[config.mk]
export PLATFORM = sky130hd
export DESIGN_NAME = stream_test_src
export DESIGN_NICKNAME = d
export VERILOG_FILES = /design/src/rtl/stream_test_src.sv
export SDC_FILE = /design/constraint.sdc
export NUM_CORES = 1
export LEC_CHECK = 0
export BUFFER_PORTS_ARGS = -buffer_cell sky130_fd_sc_hd__buf_4
export CORE_UTILIZATION = 58
export DETAILED_ROUTE_END_ITERATION = 6
export GPL_TIMING_DRIVEN = 0
export PLACE_DENSITY = 0.9
export SYNTH_ARGS = -nofsm -noshare
export SYNTH_HDL_FRONTEND = slang
export SYNTH_SLANG_ARGS = --single-unit
[constraint.sdc]
create_clock -name Sclk -period 5.7 [get_ports Sclk]
set_input_delay 0.855 -clock Sclk [delete_from_list [all_inputs] [get_ports Sclk]]
set_output_delay 0.855 -clock Sclk [all_outputs]
set_load 0.01 [all_outputs]
[src/rtl/stream_test_src.sv]
// stream_test_src: stream bridge test source.
// Emits loopback, counting, constant or idle sample streams framed by a
// periodic sync pulse. Mode changes are deferred to frame boundaries unless
// the stream is idle.
// Optional feature: define STREAM_CHK_EN to build the loopback sequence
// checker that drives err_cnt; without it err_cnt is tied to zero.
module stream_test_src #(
  parameter int unsigned CH    = 2,
  parameter int unsigned DW    = 16,
  parameter int unsigned FRAME = 1024
) (
  input  logic             Sclk,
  input  logic             rst_n,
  input  logic [1:0]       mode,
  input  logic [DW-1:0]    pattern,
  input  logic             Oen,
  input  logic [CH*DW-1:0] Sout,
  output logic [CH*DW-1:0] Sin,
  output logic             Ien,
  output logic             sync,
  output logic [1:0]       mode_act,
  output logic [15:0]      err_cnt
);

  localparam int unsigned FW = (FRAME > 1) ? $clog2(FRAME) : 1;
  localparam logic [1:0] M_LOOP  = 2'd0;
  localparam logic [1:0] M_COUNT = 2'd1;
  localparam logic [1:0] M_CONST = 2'd2;
  localparam logic [1:0] M_OFF   = 2'd3;

  typedef enum logic {RUN, PEND} state_t;

  state_t           st;
  logic [FW-1:0]    fcnt;
  logic [DW-1:0]    cnt [CH];

  logic             beat_c;
  logic [CH*DW-1:0] data_c;
  logic             last_c;
  logic             now_c;
  logic             apply_c;

  // Beat that the currently applied mode emits on the next edge
  always_comb begin
    beat_c = 1'b0;
    data_c = Sin;
    case (mode_act)
      M_LOOP: begin
        beat_c = Oen;
        if (Oen) data_c = Sout;
      end
      M_COUNT: begin
        beat_c = 1'b1;
        for (int k = 0; k < CH; k++) data_c[k*DW +: DW] = cnt[k];
      end
      M_CONST: begin
        beat_c = 1'b1;
        for (int k = 0; k < CH; k++) data_c[k*DW +: DW] = pattern;
      end
      default: begin
        beat_c = 1'b0;
      end
    endcase
  end

  // Mode apply: immediately when idle, otherwise on the last beat of a frame
  assign last_c  = beat_c && (fcnt == FW'(FRAME - 1));
  assign now_c   = (mode != mode_act) &&
                   ((mode_act == M_OFF) ||
                    ((mode_act == M_LOOP) && !Oen && (fcnt == '0)));
  assign apply_c = now_c || ((st == PEND) && last_c);

  // Stream outputs, frame/channel counters and mode-switch state machine
  always_ff @(posedge Sclk or negedge rst_n) begin
    if (!rst_n) begin
      st       <= RUN;
      mode_act <= M_OFF;
      fcnt     <= '0;
      Sin      <= '0;
      Ien      <= 1'b0;
      sync     <= 1'b0;
      for (int k = 0; k < CH; k++) cnt[k] <= '0;
    end else begin
      Ien  <= beat_c;
      sync <= beat_c && (fcnt == '0);
      if (beat_c) Sin <= data_c;
      if (apply_c) begin
        mode_act <= mode;
        st       <= RUN;
        fcnt     <= '0;
        for (int k = 0; k < CH; k++) cnt[k] <= '0;
      end else begin
        if (beat_c) fcnt <= last_c ? '0 : fcnt + FW'(1);
        if (mode_act == M_COUNT) begin
          for (int k = 0; k < CH; k++)
            cnt[k] <= ((k % 2) == 0) ? cnt[k] + DW'(1) : cnt[k] - DW'(1);
        end
        if ((st == RUN) && (mode != mode_act)) st <= PEND;
      end
    end
  end

`ifdef STREAM_CHK_EN
  logic [DW-1:0] prev;
  logic          have_prev;

  // Loopback checker: channel 0 must step by +1 between consecutive Oen beats
  always_ff @(posedge Sclk or negedge rst_n) begin
    if (!rst_n) begin
      prev      <= '0;
      have_prev <= 1'b0;
      err_cnt   <= '0;
    end else if (apply_c) begin
      have_prev <= 1'b0;
    end else if ((mode_act == M_COUNT) && Oen) begin
      have_prev <= 1'b1;
      prev      <= Sout[DW-1:0];
      if (have_prev && (Sout[DW-1:0] != prev + DW'(1)) && (err_cnt != 16'hFFFF))
        err_cnt <= err_cnt + 16'd1;
    end
  end
`else
  assign err_cnt = 16'd0;
`endif

endmodule
==> impl_results.md, run 1 <==
* Least-Margin Pin Slew at just under 1 ns
* DR iter-0 viols at 480
* Die area at approximately 7700 um^2
* Clock tree root driver cell: clkbuf_8
* CP Data Arrival Time at approximately 3.1 ns
* Total power at between 1500 and 2000 uW
* Relative slew slack at approximately a third
* Final Instance Area at 5290 um^2
* Hold WC Path Type: reg -> reg
* Combinational power share at roughly 28%
* Layout cell share with drive strength beyond 1 at approximately 22%
* Psw at 628 uW
* Most common cell on crit path: clkbuf_1
* Post-route DRC at 0
* Clock Latency Late Sink at around 0.36 ns
* Vias in the first global route at between 3000 and 4000
* Critical path peak fanout at 10
* Die boundary height at ~90 um
* P_int at ~1100 uW
* Num CTS Buffers at 9
* Largest delay share family, worst path: buffers and inverters
* Final setup viols at 0
* Synth Area in Simple Gates at 19.7%
* Cells after Synth at 480
* Ys flop type: dfrtp_1
* Clock slew at reported path FFs at roughly 0.080 ns
* Setup tns final at 0 ns
* Adder-Cell Fraction of Synth Area at under 10%
* Mapped cell area at 4260 um^2
* Core ar. at between 6000 and 7000 um^2
* Resized cells post-CTS at 0
* Detailed placement HPWL at just under 9000 um
* Per-cell routed wire length at around 17 um
* Yosys warns at 0
* Largest family of logic cells by synthesized area: simple AND/OR/NAND/NOR gates
* DP Area at a little over 5000 um^2
* Synth cell types at 43
* Crit path cell chain: inv_1, ha_1, a21oi_1, or3_1, clkbuf_1, clkbuf_1, nand2_1, o21ai_0
* I/O pins at approximately 110
* Status: completed
* Clk sinks at roughly 80
* Minimum clock period at between 2 and 3 ns
* Post-synthesis sequential area ratio at roughly 46%
* Final worst-path cycle share at roughly half
* GPL Wtd Cong at between 0.9 and 1
* Via density at 5.88
* Buffers plus inverters on the worst setup path at 3
* Number of failing hold endpoints at the final stage at 0
* Crit-path slowest cell: dfstp_2
* TritonRoute pass-1 iters at 5
* Fin util at between 70% and 80%
* Max stage delay on crit path at 0.62 ns
* Hold-fix buffers, CTS at 0
* Synth Area in Compound Gates at a little under a fifth
* Leakage at between 0.002 and 0.0025 uW
* Total number of vias at roughly 4100
* Post-layout net count at roughly 660
* Global route total overflow at 0
* Die width at between 80 and 90 um
* Synth Register Bits at 79
* Initial core utilization at between 60% and 70%
* Clock Tree Buf Depth at 2
* VDD IR max at approximately 0.00026 V
* Final wirelength at 11700 um
* XOR/XNOR share of the synthesized area at about 5.8%
* Pwr dens at 325 nW/um^2
* Post-route ant nets at 0
* Worst Setup Path Type: reg -> reg
* Max-cap check violation count at 0
* Post-synthesis mux area share at less than 1%
* Core Rows at 30
* Max Slew Vio Count at 0
* First-pass GRT wire length at ~19000 um
* Largest net degree at the start of global routing at 80
* H-tree levels at 3
* Crit end category: flip-flop
* CP Launch Type: flip-flop
* Initial antenna violation count at 0
* Clock network fraction of total power at a little under a quarter
* Syn Area/Cell at about 8.9 um^2
* Sequential group share of total power at about half
* Ant diodes at 0
* Total track usage at around a third
* Post-synth EDFFs at 0
* Clock skew at a little over 0.006 ns
* Critical Path RT at about 6.0 ns
* Switch share at 36.5%
* TritonCTS clock tree: yes
* Fmax at roughly 0.36 GHz
* Synth-to-layout area growth at 24.1%
* Port Buffers at between 80 and 90
* Post-CTS Repair Setup Buffers at 0
* RSZ-0062 raised after global routing: false
* Asr flop ratio synth at between 90% and 100%
==> flip-flops by register name (all words and copies together), names as in the netlist <==
signal and count:
Sin 32, cnt 32, fcnt 10, mode_act 2, Ien 1, st 1, sync 1
==> synthesized netlist by cell type (3+ instances only) <==
cell	count	area share [%]
dfrtp_1	77	45
nand2_1	76	6.7
o21ai_0	69	8.1
nor2_1	36	3.2
a22oi_1	32	5.6
clkbuf_1	23	2.0
xor2_1	18	3.7
buf_4	17	3.0
a21oi_1	15	1.8
inv_1	11	0.97
nand3_1	10	1.2
nand4_1	10	1.5
xnor2_1	10	2.1
ha_1	9	2.6
nor4_1	7	1.0
or3_1	7	1.0
nor3_1	5	0.59
or4_1	5	0.88
and4_1	4	0.82
o31ai_1	4	0.70
buf_2	3	0.35
or2_2	3	0.44
==> power by group through the flow <==
stage	Sequential (uW)	Clock, uW	Combinational [uW]
global route	853	430	545
detailed placement	838	0	472
finish	835	407	478
floorplan	803	0	301
CTS	827	411	478
global placement	826	0	445
==> layer usage <==
metal	up-vias	track usage [%]	share of wire [%]
met4	0	14.9	3.0
li1	1890	-	-
met5	-	0	0
met1	1929	41.6	41
met2	236	52.7	48
met3	29	4.05	7.9
==> logic make-up (layout without fill, tap and decap cells) <==
| family | count (synthesis) | after routing |
|---|---|---|
| AO/OA/AOI/OAI | 129 | 129 |
| XOR/XNOR | 28 | 28 |
| adder cells (fa/ha/maj) | 9 | 9 |
| buffers and inverters | 56 | 160 |
| flip-flops | 79 | 79 |
| multiplexers | 3 | 3 |
| other | 1 | 16 |
| AND/OR/NAND/NOR | 175 | 175 |
==> cell usage in the layout, fill, tap and decap left out, types with 15 or more instances in the layout <==
cell / n
nor2_1: 36
nand2_1: 76
o21ai_0: 69
xor2_1: 18
a21oi_1: 15
clkbuf_1: 24
buf_4: 105
a22oi_1: 32
dfrtp_1: 77
conb_1: 16
==> per-stage QoR <==
| stage | worst slack (ns) | hold slack [ns] | std cells |
|---|---|---|---|
| after floorplan | 3.25 | 0.491 | 495 |
| final | 2.90 | 0.494 | 695 |
| after detailed placement | 2.95 | 0.475 | 679 |
| after global placement | 3.03 | 0.463 | 679 |
| after CTS | 2.93 | 0.495 | 695 |
| after global routing | 2.71 | 0.514 | 695 |
==> path summary, 6_finish.rpt <==
kind                             start  endpoint  depth (start not counted)  slack [ns]
max reg2reg                mode_act[0]   Sin[25]                          8        2.90
min reg2reg                    Sin[19]   Sin[19]                          2        0.49
max in group asynchronous        rst_n   fcnt[8]                          1        4.42
max                        mode_act[0]   Sin[25]                          8        2.90
min in group asynchronous        rst_n   Sin[25]                          1        0.65
min                            Sin[19]   Sin[19]                          2        0.49
==> cell type report <==
class	count	area [um^2]
Multi-Input combinational cell	360	2060
Sequential cell	79	1980
Fill cell	506	1660
Timing Repair Buffer	88	661
Buffer	45	236
Clock buffer	10	128
Tap cell	96	120
Clock inverter	6	61.3
Inverter	11	41.3
==> worst register-to-register path, cell delays in order, from the launching register on <==
cell,delay [ns]
dfstp_2,0.62
inv_1,0.08
ha_1,0.33
a21oi_1,0.49
or3_1,0.22
clkbuf_1,0.34
clkbuf_1,0.37
nand2_1,0.12
o21ai_0,0.12
No activity file was read; power rests on OpenSTA's default activity.
==> inputs of run 2 (changes only) <==
- CORE_UTILIZATION: 58 -> 48
- PLACE_DENSITY: 0.9 -> 0.8
- clock period: 5.7 -> 2.4 ns (I/O delays scaled with it)
==> run 2 against run 1 <==
  * Routed wire length is 1.9% lower
  * First-iteration DRC count is 30% lower
  * Via count is 3.2% lower
  * Core utilization down 13 points
  * Combinational power rose by 140%
  * Design area increased by 3.2%
  * Maximum frequency rose by 19%
  * Critical path type unchanged
  * Largest cell class unchanged
  * Largest power group unchanged
==> impl_results.md, run 2 (synthesized netlist as in run 1, its figures left out) <==
* Least-Margin Pin Slew at about 1.0 ns
* Most common cell after layout, fill and taps aside: buf_4
* Footprint of the multi-input gates at between 2000 and 2500 um^2
* Worst hold margin at approximately 0.17 ns
* TritonCTS clock tree: yes
* TritonRoute pass-1 iters at 6
* Via density at 5.54
* Post-layout net count at between 600 and 700
* Leakage at about 0.0023 uW
* Reg2Reg Launch Point: mode_act[1]
* Max-cap check violation count at 0
* Hold WC Path Type: in -> async
* Pwr dens at 755 nW/um^2
* First-pass GRT wire length at ~18000 um
* Setup tns final at 0 ns
* Clock tree root driver cell: clkbuf_8
* Number of fill cells at a little over 700
* H-tree levels at 3
* Critical path startpoint: mode_act[1]
* Worst setup slack after layout at ~0.057 ns
* Critical Path RT at roughly 2.7 ns
* Final setup viols at 0
* Met2 WL at approximately 5400 um
* GPL Wtd Cong at between 0.9 and 1
* Met3 wire length at between 900 and 1000 um
* Status: completed
* Layout cell share with drive strength beyond 1 at about a quarter
* Crit-path slowest cell: or4b_2
* Die width at a little under 100 um
* Relative slew slack at about a third
* Max Slew Vio Count at 0
* Total number of vias at 3952
* Post-route DRC at 0
* Num CTS Buffers at 9
* DR iter-0 viols at about 340
* Worst Setup Path Type: reg -> reg
* Clock Latency Late Sink at approximately 0.35 ns
* DP Area at between 5000 and 6000 um^2
* Die boundary height at 96.2 um
* Core Rows at 34
* Total power at a little over 4000 uW
* Synth-to-layout area growth at 28.0%
* VDD IR max at 0.000427 V
* Global route total overflow at 0
* Die area at 9260 um^2
* Core ar. at between 8000 and 9000 um^2
* Critical path peak fanout at 8
* Clock skew at ~0.011 ns
* Final Instance Area at 5460 um^2
* Max stage delay on crit path at 0.67 ns
* Post-Place Setup Slack at -0.401 ns
* CP Launch Type: flip-flop
* I/O pins at about 110
* Vias in the first global route at 3677
* Crit path cell chain: inv_1, ha_4, a21oi_2, or4b_2, or3_1, a21oi_1
* Clock slew at reported path FFs at roughly 0.090 ns
* Port Buffers at 88
* Post-route ant nets at 0
* FF+latch area at roughly 2000 um^2
* RSZ-0062 raised after global routing: true
* Crit end category: flip-flop
* Fmax at between 0.4 and 0.5 GHz
* Hold-fix buffers, CTS at 0
* Clk sinks at 79
* Final wirelength at between 10000 and 15000 um
* Initial core utilization at 49.1%
* Minimum clock period at between 2 and 2.5 ns
* Total track usage at ~25%
* Commonest non-fill, non-tap cells in the layout: buf_4 (113), dfrtp_1 (77), nand2_1 (76)
* Max layer used: met4
* Regs by FF count: Sin x32, cnt x32, fcnt x10
* Initial antenna violation count at 0
* Detailed placement HPWL at 8380 um
* Per-cell routed wire length at 16.1 um
* Final worst-path cycle share at around 98%
* Clock Tree Buf Depth at 2
* CP Data Arrival Time at ~2.6 ns
* Largest net degree at the start of global routing at 80
* Met1 wire length at approximately 5000 um
* Number of failing hold endpoints at the final stage at 0
* Ant diodes at 0
## run 2: cell count changes in the layout (fill, tap and decap cells not counted), sizes merged
cell,previous run,this run
buf,110,116
clkinv,4,1
clkinvlp,1,3
inv,11,12
## run 2: path summary, 6_finish.rpt
check	to	slack, ns	depth (start not counted)
max in group asynchronous	cnt[13]	1.58	1
worst max register to register	fcnt[9]	0.06	6
worst min-delay path	Sin[11]	0.17	1
worst max-delay path	fcnt[9]	0.06	6
worst min register to register	Sin[23]	0.49	2
min in group Sclk	mode_act[0]	0.26	2
## run 2: cell type report
type                            instances  area share (%)
Inverter                               11           0.757
Multi-Input combinational cell        360            39.1
Timing Repair Buffer                   97            13.4
Buffer                                 42            4.31
Tap cell                              108            2.48
Clock inverter                          6            1.28
Clock buffer                           10            2.34
Sequential cell                        79            36.3
## run 2: worst max-delay path, delay by kind of cell (launching register included)
kind,cells,cell delay (ns)
flops,1,0.59
fa+ha+maj,1,0.31
buf+inv,1,0.11
compound gates,2,0.23
simple gates,2,1.03
## run 2: power breakdown
| group | switching [uW] | leakage [uW] | total (uW) | internal, uW |
|---|---|---|---|---|
| clock | 516 | 0.0000891 | 1000 | 486 |
| combinational | 626 | 0.00131 | 1150 | 522 |
| sequential | 362 | 0.000859 | 1970 | 1610 |
| total | 1500 | 0.00226 | 4120 | 2620 |
## run 2: per-layer routing
layer  vias up  global-route usage [%]
met5         -                       0
met4         0                    8.46
met3        16                    3.55
met2       163                    42.6
met1      1866                    32.9
li1       1907                       -
## run 2: timing repair
| action | 4_1_cts | 5_1_grt |
|---|---|---|
| gates resized for setup | 16 | 9 |
| pin swaps | 5 | 5 |
| setup endpoints to repair | 63 | 18 |
| buffers inserted | 5 | 4 |
## run 2: through the flow
stage | std cells | util, %
2_1_floorplan | 495 | -
3_3_place_gp | 691 | 59.1
3_5_place_dp | 691 | 59.1
4_1_cts | 710 | 62.3
5_1_grt | 713 | 62.9
6_report | 713 | 62.9
